### config.mk
export PLATFORM = sky130hd
export DESIGN_NAME = pipelined_shifter
export DESIGN_NICKNAME = d
export VERILOG_FILES = /design/src/rtl/pipelined_shifter.sv
export SDC_FILE = /design/constraint.sdc
export NUM_CORES = 1
export LEC_CHECK = 0
export CAP_MARGIN = 40
export CORE_UTILIZATION = 52
export DETAILED_ROUTE_END_ITERATION = 7
export PLACE_DENSITY = 0.8
export SETUP_SLACK_MARGIN = 0.2
export SLEW_MARGIN = 25
export SYNTH_ARGS = -nofsm -noshare
export SYNTH_HDL_FRONTEND = slang
export SYNTH_SLANG_ARGS = --single-unit
### constraint.sdc
create_clock -name clk -period 7.1 [get_ports clk]
set_input_delay 1.775 -clock clk [delete_from_list [all_inputs] [get_ports clk]]
set_output_delay 1.775 -clock clk [all_outputs]
set_load 0.02 [all_outputs]
### src/rtl/pipelined_shifter.sv
// pipelined_shifter
//   Pipelined barrel shifter for the EX stage. Supports SLL/SRL/SRA and the
//   variable forms SLLV/SRLV/SRAV. There is one registered log-shifter stage
//   per shift-amount bit. Right shifts are bit-reversed at entry, so one
//   left-shift datapath serves every op. The result is reversed back before
//   the last stage register.
//
// Parameters
//   WIDTH   data width, power of two in 8..64 (LEVELS = log2(WIDTH) stages)
//   SAT_EN  1: an amount >= WIDTH saturates to all-fill
//           0: only the low LEVELS bits of the amount are used
//
// Ports
//   clk        clock, rising edge
//   rst        synchronous reset, active-high
//   in_valid   operand beat valid
//   in_ready   beat accepted this cycle (combinational from the output side)
//   in         value to shift
//   inShift    shift amount (shamt or rs, zero-extended)
//   Signal     MIPS funct code selecting the operation
//   out_valid  result valid
//   out_ready  consumer takes result
//   out        shift result
//   bad_op     result belongs to an unsupported funct (qualified by out_valid)

module pipelined_shifter #(
  parameter int WIDTH  = 32,
  parameter bit SAT_EN = 1'b1
) (
  input  logic             clk,
  input  logic             rst,
  input  logic             in_valid,
  output logic             in_ready,
  input  logic [WIDTH-1:0] in,
  input  logic [31:0]      inShift,
  input  logic [5:0]       Signal,
  output logic             out_valid,
  input  logic             out_ready,
  output logic [WIDTH-1:0] out,
  output logic             bad_op
);

  localparam int LEVELS = $clog2(WIDTH);

  function automatic logic [WIDTH-1:0] bitrev(input logic [WIDTH-1:0] v);
    logic [WIDTH-1:0] r;
    for (int i = 0; i < WIDTH; i++) begin
      r[i] = v[WIDTH-1-i];
    end
    return r;
  endfunction

  // Entry decode and normalisation
  logic              op_ok;
  logic              op_right;
  logic              op_arith;
  logic              sat;
  logic              entry_fill;
  logic [WIDTH-1:0]  entry_data;
  logic [LEVELS-1:0] entry_amt;

  always_comb begin
    // Legal functs are 0,2,3,4,6,7. Bit 2 only separates the V forms, and
    // those take their amount from inShift just like the immediate forms.
    op_ok      = (Signal[5:3] == 3'b000) && (Signal[1:0] != 2'b01);
    op_right   = Signal[1];
    op_arith   = Signal[1] & Signal[0];
    entry_fill = op_ok & op_arith & in[WIDTH-1];
    sat        = SAT_EN && (inShift >= 32'(WIDTH));
    entry_amt  = inShift[LEVELS-1:0];
    entry_data = op_right ? bitrev(in) : in;
    if (!op_ok) begin
      // Unsupported op travels as a zero beat with no shifting.
      entry_data = '0;
      entry_amt  = '0;
    end else if (sat) begin
      // Saturated result is all fill, which is symmetric under reversal.
      entry_data = {WIDTH{entry_fill}};
      entry_amt  = '0;
    end
  end

  // Stage registers
  logic [WIDTH-1:0]  data_q [LEVELS];
  logic [WIDTH-1:0]  data_d [LEVELS];
  logic [LEVELS-1:0] amt_q  [LEVELS];
  logic [LEVELS-1:0] amt_d  [LEVELS];
  logic [LEVELS-1:0] valid_q, valid_d;
  logic [LEVELS-1:0] fill_q, fill_d;
  logic [LEVELS-1:0] right_q, right_d;
  logic [LEVELS-1:0] bad_q, bad_d;
  logic [LEVELS-1:0] unused_amt;
  logic              advance;

  // The whole pipe moves as one unit. It freezes only when the output holds
  // a beat that the consumer does not take.
  assign advance = !valid_q[LEVELS-1] || out_ready;

  genvar gi;
  generate
    for (gi = 0; gi < LEVELS; gi++) begin : g_stage
      localparam int SH = 1 << gi;
      localparam logic [WIDTH-1:0] LOW_MASK = {WIDTH{1'b1}} >> (WIDTH - SH);

      logic [WIDTH-1:0]  src_data;
      logic [WIDTH-1:0]  shifted;
      logic [LEVELS-1:0] src_amt;
      logic              src_valid;
      logic              src_fill;
      logic              src_right;
      logic              src_bad;

      if (gi == 0) begin : g_src
        assign src_data  = entry_data;
        assign src_amt   = entry_amt;
        assign src_valid = in_valid;
        assign src_fill  = entry_fill;
        assign src_right = op_ok & op_right;
        assign src_bad   = !op_ok;
      end else begin : g_src
        assign src_data  = data_q[gi-1];
        assign src_amt   = amt_q[gi-1];
        assign src_valid = valid_q[gi-1];
        assign src_fill  = fill_q[gi-1];
        assign src_right = right_q[gi-1];
        assign src_bad   = bad_q[gi-1];
      end

      // Vacated low bits take the fill value. For a reversed right shift,
      // these are the vacated high bits of the original operand.
      assign shifted = src_amt[gi]
                     ? ((src_data << SH) | (src_fill ? LOW_MASK : '0))
                     : src_data;

      if (gi == LEVELS - 1) begin : g_last
        assign data_d[gi] = src_right ? bitrev(shifted) : shifted;
      end else begin : g_mid
        assign data_d[gi] = shifted;
      end

      assign amt_d[gi]      = src_amt;
      assign valid_d[gi]    = src_valid;
      assign fill_d[gi]     = src_fill;
      assign right_d[gi]    = src_right;
      assign bad_d[gi]      = src_bad;
      assign unused_amt[gi] = ^amt_q[gi];
    end
  endgenerate

  always_ff @(posedge clk) begin
    if (rst) begin
      valid_q <= '0;
      fill_q  <= '0;
      right_q <= '0;
      bad_q   <= '0;
      for (int k = 0; k < LEVELS; k++) begin
        data_q[k] <= '0;
        amt_q[k]  <= '0;
      end
    end else if (advance) begin
      valid_q <= valid_d;
      fill_q  <= fill_d;
      right_q <= right_d;
      bad_q   <= bad_d;
      for (int k = 0; k < LEVELS; k++) begin
        data_q[k] <= data_d[k];
        amt_q[k]  <= amt_d[k];
      end
    end
  end

  assign in_ready  = advance;
  assign out_valid = valid_q[LEVELS-1];
  assign out       = data_q[LEVELS-1];
  assign bad_op    = bad_q[LEVELS-1];

  // The last stage has already consumed its amount, fill and direction bits.
  logic unused_bits;
  assign unused_bits = ^{unused_amt, fill_q[LEVELS-1], right_q[LEVELS-1], Signal[2]};

endmodule

; Word-level counts from Yosys, hierarchy flattened
; Memories as Yosys holds them, arrays and structs flattened.
; Index checks and enable logic that the tools add are counted.
[word_totals]
ff_bits = 18
latchBits = 0
ram_bits = 185
romBits = 0
in_bits = 74
out_inout_bits = 35
elab_cells = 63
mem_count = 2
[mem_list]
columns = name, depth, width, read_ports, rd_ports_with_merged_regs, wr, line
row1 = data_q, 5, 32, 5, 0, 5, 84  ; logic [WIDTH-1:0] data_q [LEVELS];
row2 = amt_q, 5, 5, 4, 0, 5, 86  ; logic [LEVELS-1:0] amt_q [LEVELS];
[classes]
addsub = 0
mul = 0
div_mod_pow = 0
n_lt_le_gt_ge = 1
n_eq_ne = 1
shifts = 0
n_mux = 31
bitwise_logic = 19
reduce_logical = 5
[ops]
columns = operator, count
row1 = 32-bit 2-to-1 mux, 14
row2 = 5-bit 2-to-1 mux, 7
row3 = "32-bit by 6-bit >= comparator with 1-bit output, second input constant", 1
row4 = 32-bit by 1-bit OR with 32-bit output, 1
row5 = 32-bit by 16-bit OR with 32-bit output, 1
row6 = 32-bit by 2-bit OR with 32-bit output, 1
row7 = 32-bit by 4-bit OR with 32-bit output, 1
row8 = 32-bit by 8-bit OR with 32-bit output, 1
row9 = 16-bit 2-to-1 mux, 1
row10 = 1-bit OR, 10
row11 = 8-bit 2-to-1 mux, 1
row12 = 1-bit 2-to-1 mux, 6
row13 = 1-bit AND, 4
row14 = 4-bit 2-to-1 mux, 1
row15 = 3-bit zero test, 1
row16 = 1-bit zero test, 2
row17 = 2-bit 2-to-1 mux, 1
row18 = "2-bit by 1-bit != test with 1-bit output, second input constant", 1
row19 = 1-bit logical AND, 1
row20 = 1-bit logical OR, 1

; Logic depth before layout (Yosys ltp)
[depth]
word_depth = 9
depth_mapped = 7
mapped_depth_nobuf = 5

; Worst setup path after synthesis
; No wires, ideal clock.
[synth_path]
path_type = input-to-reg
startpoint = in rst
endpoint = mem amt_q[0][13] in the netlist's numbering (enable)
setup_time_ps = 560
arrival_time_ps = 6146
required_time_ps = 6540
setup_slack_ps = 394
path_stages = 2
path_buffers = 1
path_cell_list = clkbuf_1 -> nand2b_1
[synth_rtl]
columns = item, line
row1 = start: declaration, 31  ; input logic rst,
row2 = end: declaration, 86

; Worst setup path in the final report
[layout_path]
startpoint = in out_ready
endpoint = out in_ready
[layout_between]
elab_chain_len = 1
[layout_lines]
columns = item, line
row1 = start: declaration, 38  ; input logic out_ready,
row2 = 1-bit logical OR, 97  ; assign advance = !valid_q[LEVELS-1] || out_ready;
row3 = end: declaration, 33  ; output logic in_ready,
; No other way between the ends.

==> flow_metrics.env <==
export IMPL_status="complete, no violations"
export IMPL_cts_repair_resized=0
export IMPL_grt_pass1_wl_um=26300
export IMPL_io_buffers=107
export IMPL_cp_max_fo=20
export IMPL_synth_xor_area_share_pct=0
export IMPL_avgSynthCellArea_sq_um=12.1
export IMPL_drive_gt1_share_pct=12.2
export IMPL_dp_hpwl_um=11400
export IMPL_clock_sinks=188
export IMPL_dieArea_sq_um=19700
export IMPL_grt_pass1_vias=5564
export IMPL_cp_start_kind="input port"
export IMPL_cts_hold_fix_buffers=0
export IMPL_ys_warn_count=0
export IMPL_wirelength_um=16100
export IMPL_htree_num_levels=4
export IMPL_cts_buffer_depth=2
export IMPL_seqCellArea_sq_um=5470
export IMPL_clk_pin_slew_worst_paths_ps=70
export IMPL_numCtsBuffers=17
export IMPL_relSlewSlack_pct=50.2
export IMPL_leakage_nw=4.19
export IMPL_hold_path_class="reg -> reg"
export IMPL_setup_viol_count_final=0
export IMPL_antenna_found_initial=0
export IMPL_yosys_area_share_adder_pct=0
export IMPL_rsz0062_at_grt="no"
export IMPL_cp_required_ps=5330
export IMPL_layout_commonest_cell="edfxtp_1"
export IMPL_drc=0
export IMPL_io_pins=109
export IMPL_synth_simple_area_share_pct=14.9
export IMPL_clk_latency_ps=430
export IMPL_drtIter0Drc=347
export IMPL_max_freq_mhz=185
export IMPL_fin_crit_ps=5410
export IMPL_design_area_sq_um=11600
export IMPL_ys_types=43
export IMPL_ys_seq_elements=188
export IMPL_finalSetupTns_ps=0
export IMPL_cp_arrival_ps=3630
export IMPL_synth_async_sr_flop_share_pct=0
export IMPL_fin_skew_ps=10.8
export IMPL_routedWlPerCell_um=14.5
export IMPL_ys_flop_type="edfxtp_1"
export IMPL_vias=6102
export IMPL_drv_slew=0
export IMPL_grt_max_degree=102
export IMPL_ir_worst_vdd_mv=0.133
export IMPL_synth_edff_count=170
export IMPL_die_y_um=140
export IMPL_synth_compound_area_share_pct=4.83
export IMPL_initial_utilization_pct=53.2
export IMPL_place_area_sq_um=10900
export IMPL_dr_pass1_iters=5
export IMPL_root_buffer="clkbuf_16"
export IMPL_synth_top_family_by_area="multiplexers"
export IMPL_core_sq_um=18700
export IMPL_detail_route_vias_per_cell=5.49
export IMPL_cp_end_kind="output port"
export IMPL_gp_congestion=0.901
export IMPL_power_total_w=0.00230
export IMPL_tightest_slew_ps=746
export IMPL_fill_cells=1411
export IMPL_ant_nets=0
export IMPL_grt_use_total_pct=17.1
export IMPL_cts_tree="yes"
export IMPL_cap_violations=0
export IMPL_syn_inst=823
export IMPL_mostFrequentLayoutCells="edfxtp_1, clkdlybuf4s50_1, nor2_1"
export IMPL_yosysSeqAreaShare_pct=55.0
export IMPL_row_count=50
export IMPL_worstSetupPathType="in -> out"
export IMPL_syn_area_sq_um=9940
export IMPL_final_hold_viol_count=0
export IMPL_grt_overflow=0
export IMPL_fp_dieW_um=140
export IMPL_cts_setup_buffers=0
export IMPL_multi_input_area_sq_um=3840
export IMPL_antenna_cells=0
export IMPL_synth_mux_area_share_pct=18.7
export IMPL_syn_to_final_growth_pct=16.4
export IMPL_power_density_nw_per_um2=198
export IMPL_finalCritPeriodShare_pct=76.2
export IMPL_synth_nets=897
export IMPL_finalNetCount=938
==> kinds of logic after synthesis <==
| kind of cell | Yosys count |
|---|---|
| flip-flops | 188 |
| AND/OR/NAND/NOR | 286 |
| multiplexers | 129 |
| AO/OA/AOI/OAI | 87 |
| buffers and inverters | 133 |
==> cell usage after synthesis (2+ instances only) <==
cell type,instances,share of area [%]
clkbuf_1,50,1.9
a211oi_1,5,0.38
buf_1,9,0.34
mux4_2,45,10
nand2_1,39,1.5
a22oi_1,4,0.30
mux2i_1,83,8.4
inv_1,31,1.2
nand3_1,41,2.1
and3_1,5,0.31
edfxtp_1,170,51
buf_2,6,0.30
dfxtp_1,18,3.6
o21ai_2,2,0.18
a21oi_1,31,1.6
and2_1,38,2.4
nand2b_1,20,1.3
buf_6,4,0.45
nor4_1,8,0.50
nor2_1,91,3.4
nor2b_1,14,0.88
o21ai_1,24,1.2
nor3_1,6,0.30
buf_4,33,2.5
and4_1,12,1.1
o21ai_0,17,0.86
==> cell type report <==
| cell class | count | area share, % |
|---|---|---|
| Clock buffer | 20 | 4.32 |
| Clock inverter | 12 | 0.930 |
| Inverter | 31 | 1.01 |
| Multi-Input combinational cell | 502 | 33.2 |
| Sequential cell | 188 | 47.2 |
| Tap cell | 234 | 2.53 |
| Timing Repair Buffer | 124 | 10.8 |
==> metrics by stage <==
stage / hold WS, ps / utilization (%) / instances / setup WS [ps]
detailed placement: 446 / 58.2 / 1075 / 1690
floorplan: 432 / - / 823 / 394
finish: 453 / 61.9 / 1111 / 1690
CTS: 456 / 61.5 / 1107 / 1690
global placement: 439 / 58.1 / 1073 / 1700
global route: 477 / 61.9 / 1111 / 1590
==> routing by layer <==
metal / wire length, um / GRT usage [%] / part of all wire (%)
met3: 627 / 2.94 / 3.9
met1: 6750 / 20.6 / 42
met2: 8250 / 29.8 / 51
met4: 462 / 8.10 / 2.9
met5: 0 / 0 / 0
==> worst max-delay path, stage by stage <==
cell and delay [ps]:
clkdlybuf4s50_1 460, nor2b_1 40, buf_4 200, inv_1 440
clkdlybuf4s50_1 720
==> path summary, 6_finish.rpt <==
kind | startpoint | to | slack (ps) | cells past startpoint
setup / recovery | out_ready | in_ready | 1690 | 5
hold / removal | valid_q[2]$_SDFFE_PP0N_ | valid_q[2]$_SDFFE_PP0N_ | 450 | 2
setup reg to reg | valid_q[4]$_SDFFE_PP0N_ | data_q[0][2]$_SDFFCE_PN0P_ | 4460 | 7
hold reg to reg | valid_q[2]$_SDFFE_PP0N_ | valid_q[2]$_SDFFE_PP0N_ | 450 | 2
==> power by group <==
group,internal (W),switching [W],total (W),leakage [nW]
combinational,0.0000759,0.0000677,0.000144,1.65
clock,0.000526,0.000419,0.000945,0.303
sequential,0.00120,0.00000577,0.00121,2.24
total,0.00180,0.000492,0.00230,4.19
==> sequential cells by signal, indices dropped and copies added (netlist names) <==
| name | cells |
|---|---|
| right_q | 4 |
| valid_q | 5 |
| bad_q | 5 |
| data_q | 160 |
| fill_q | 4 |
| amt_q | 10 |
No activity file was read; power rests on OpenSTA's default activity.
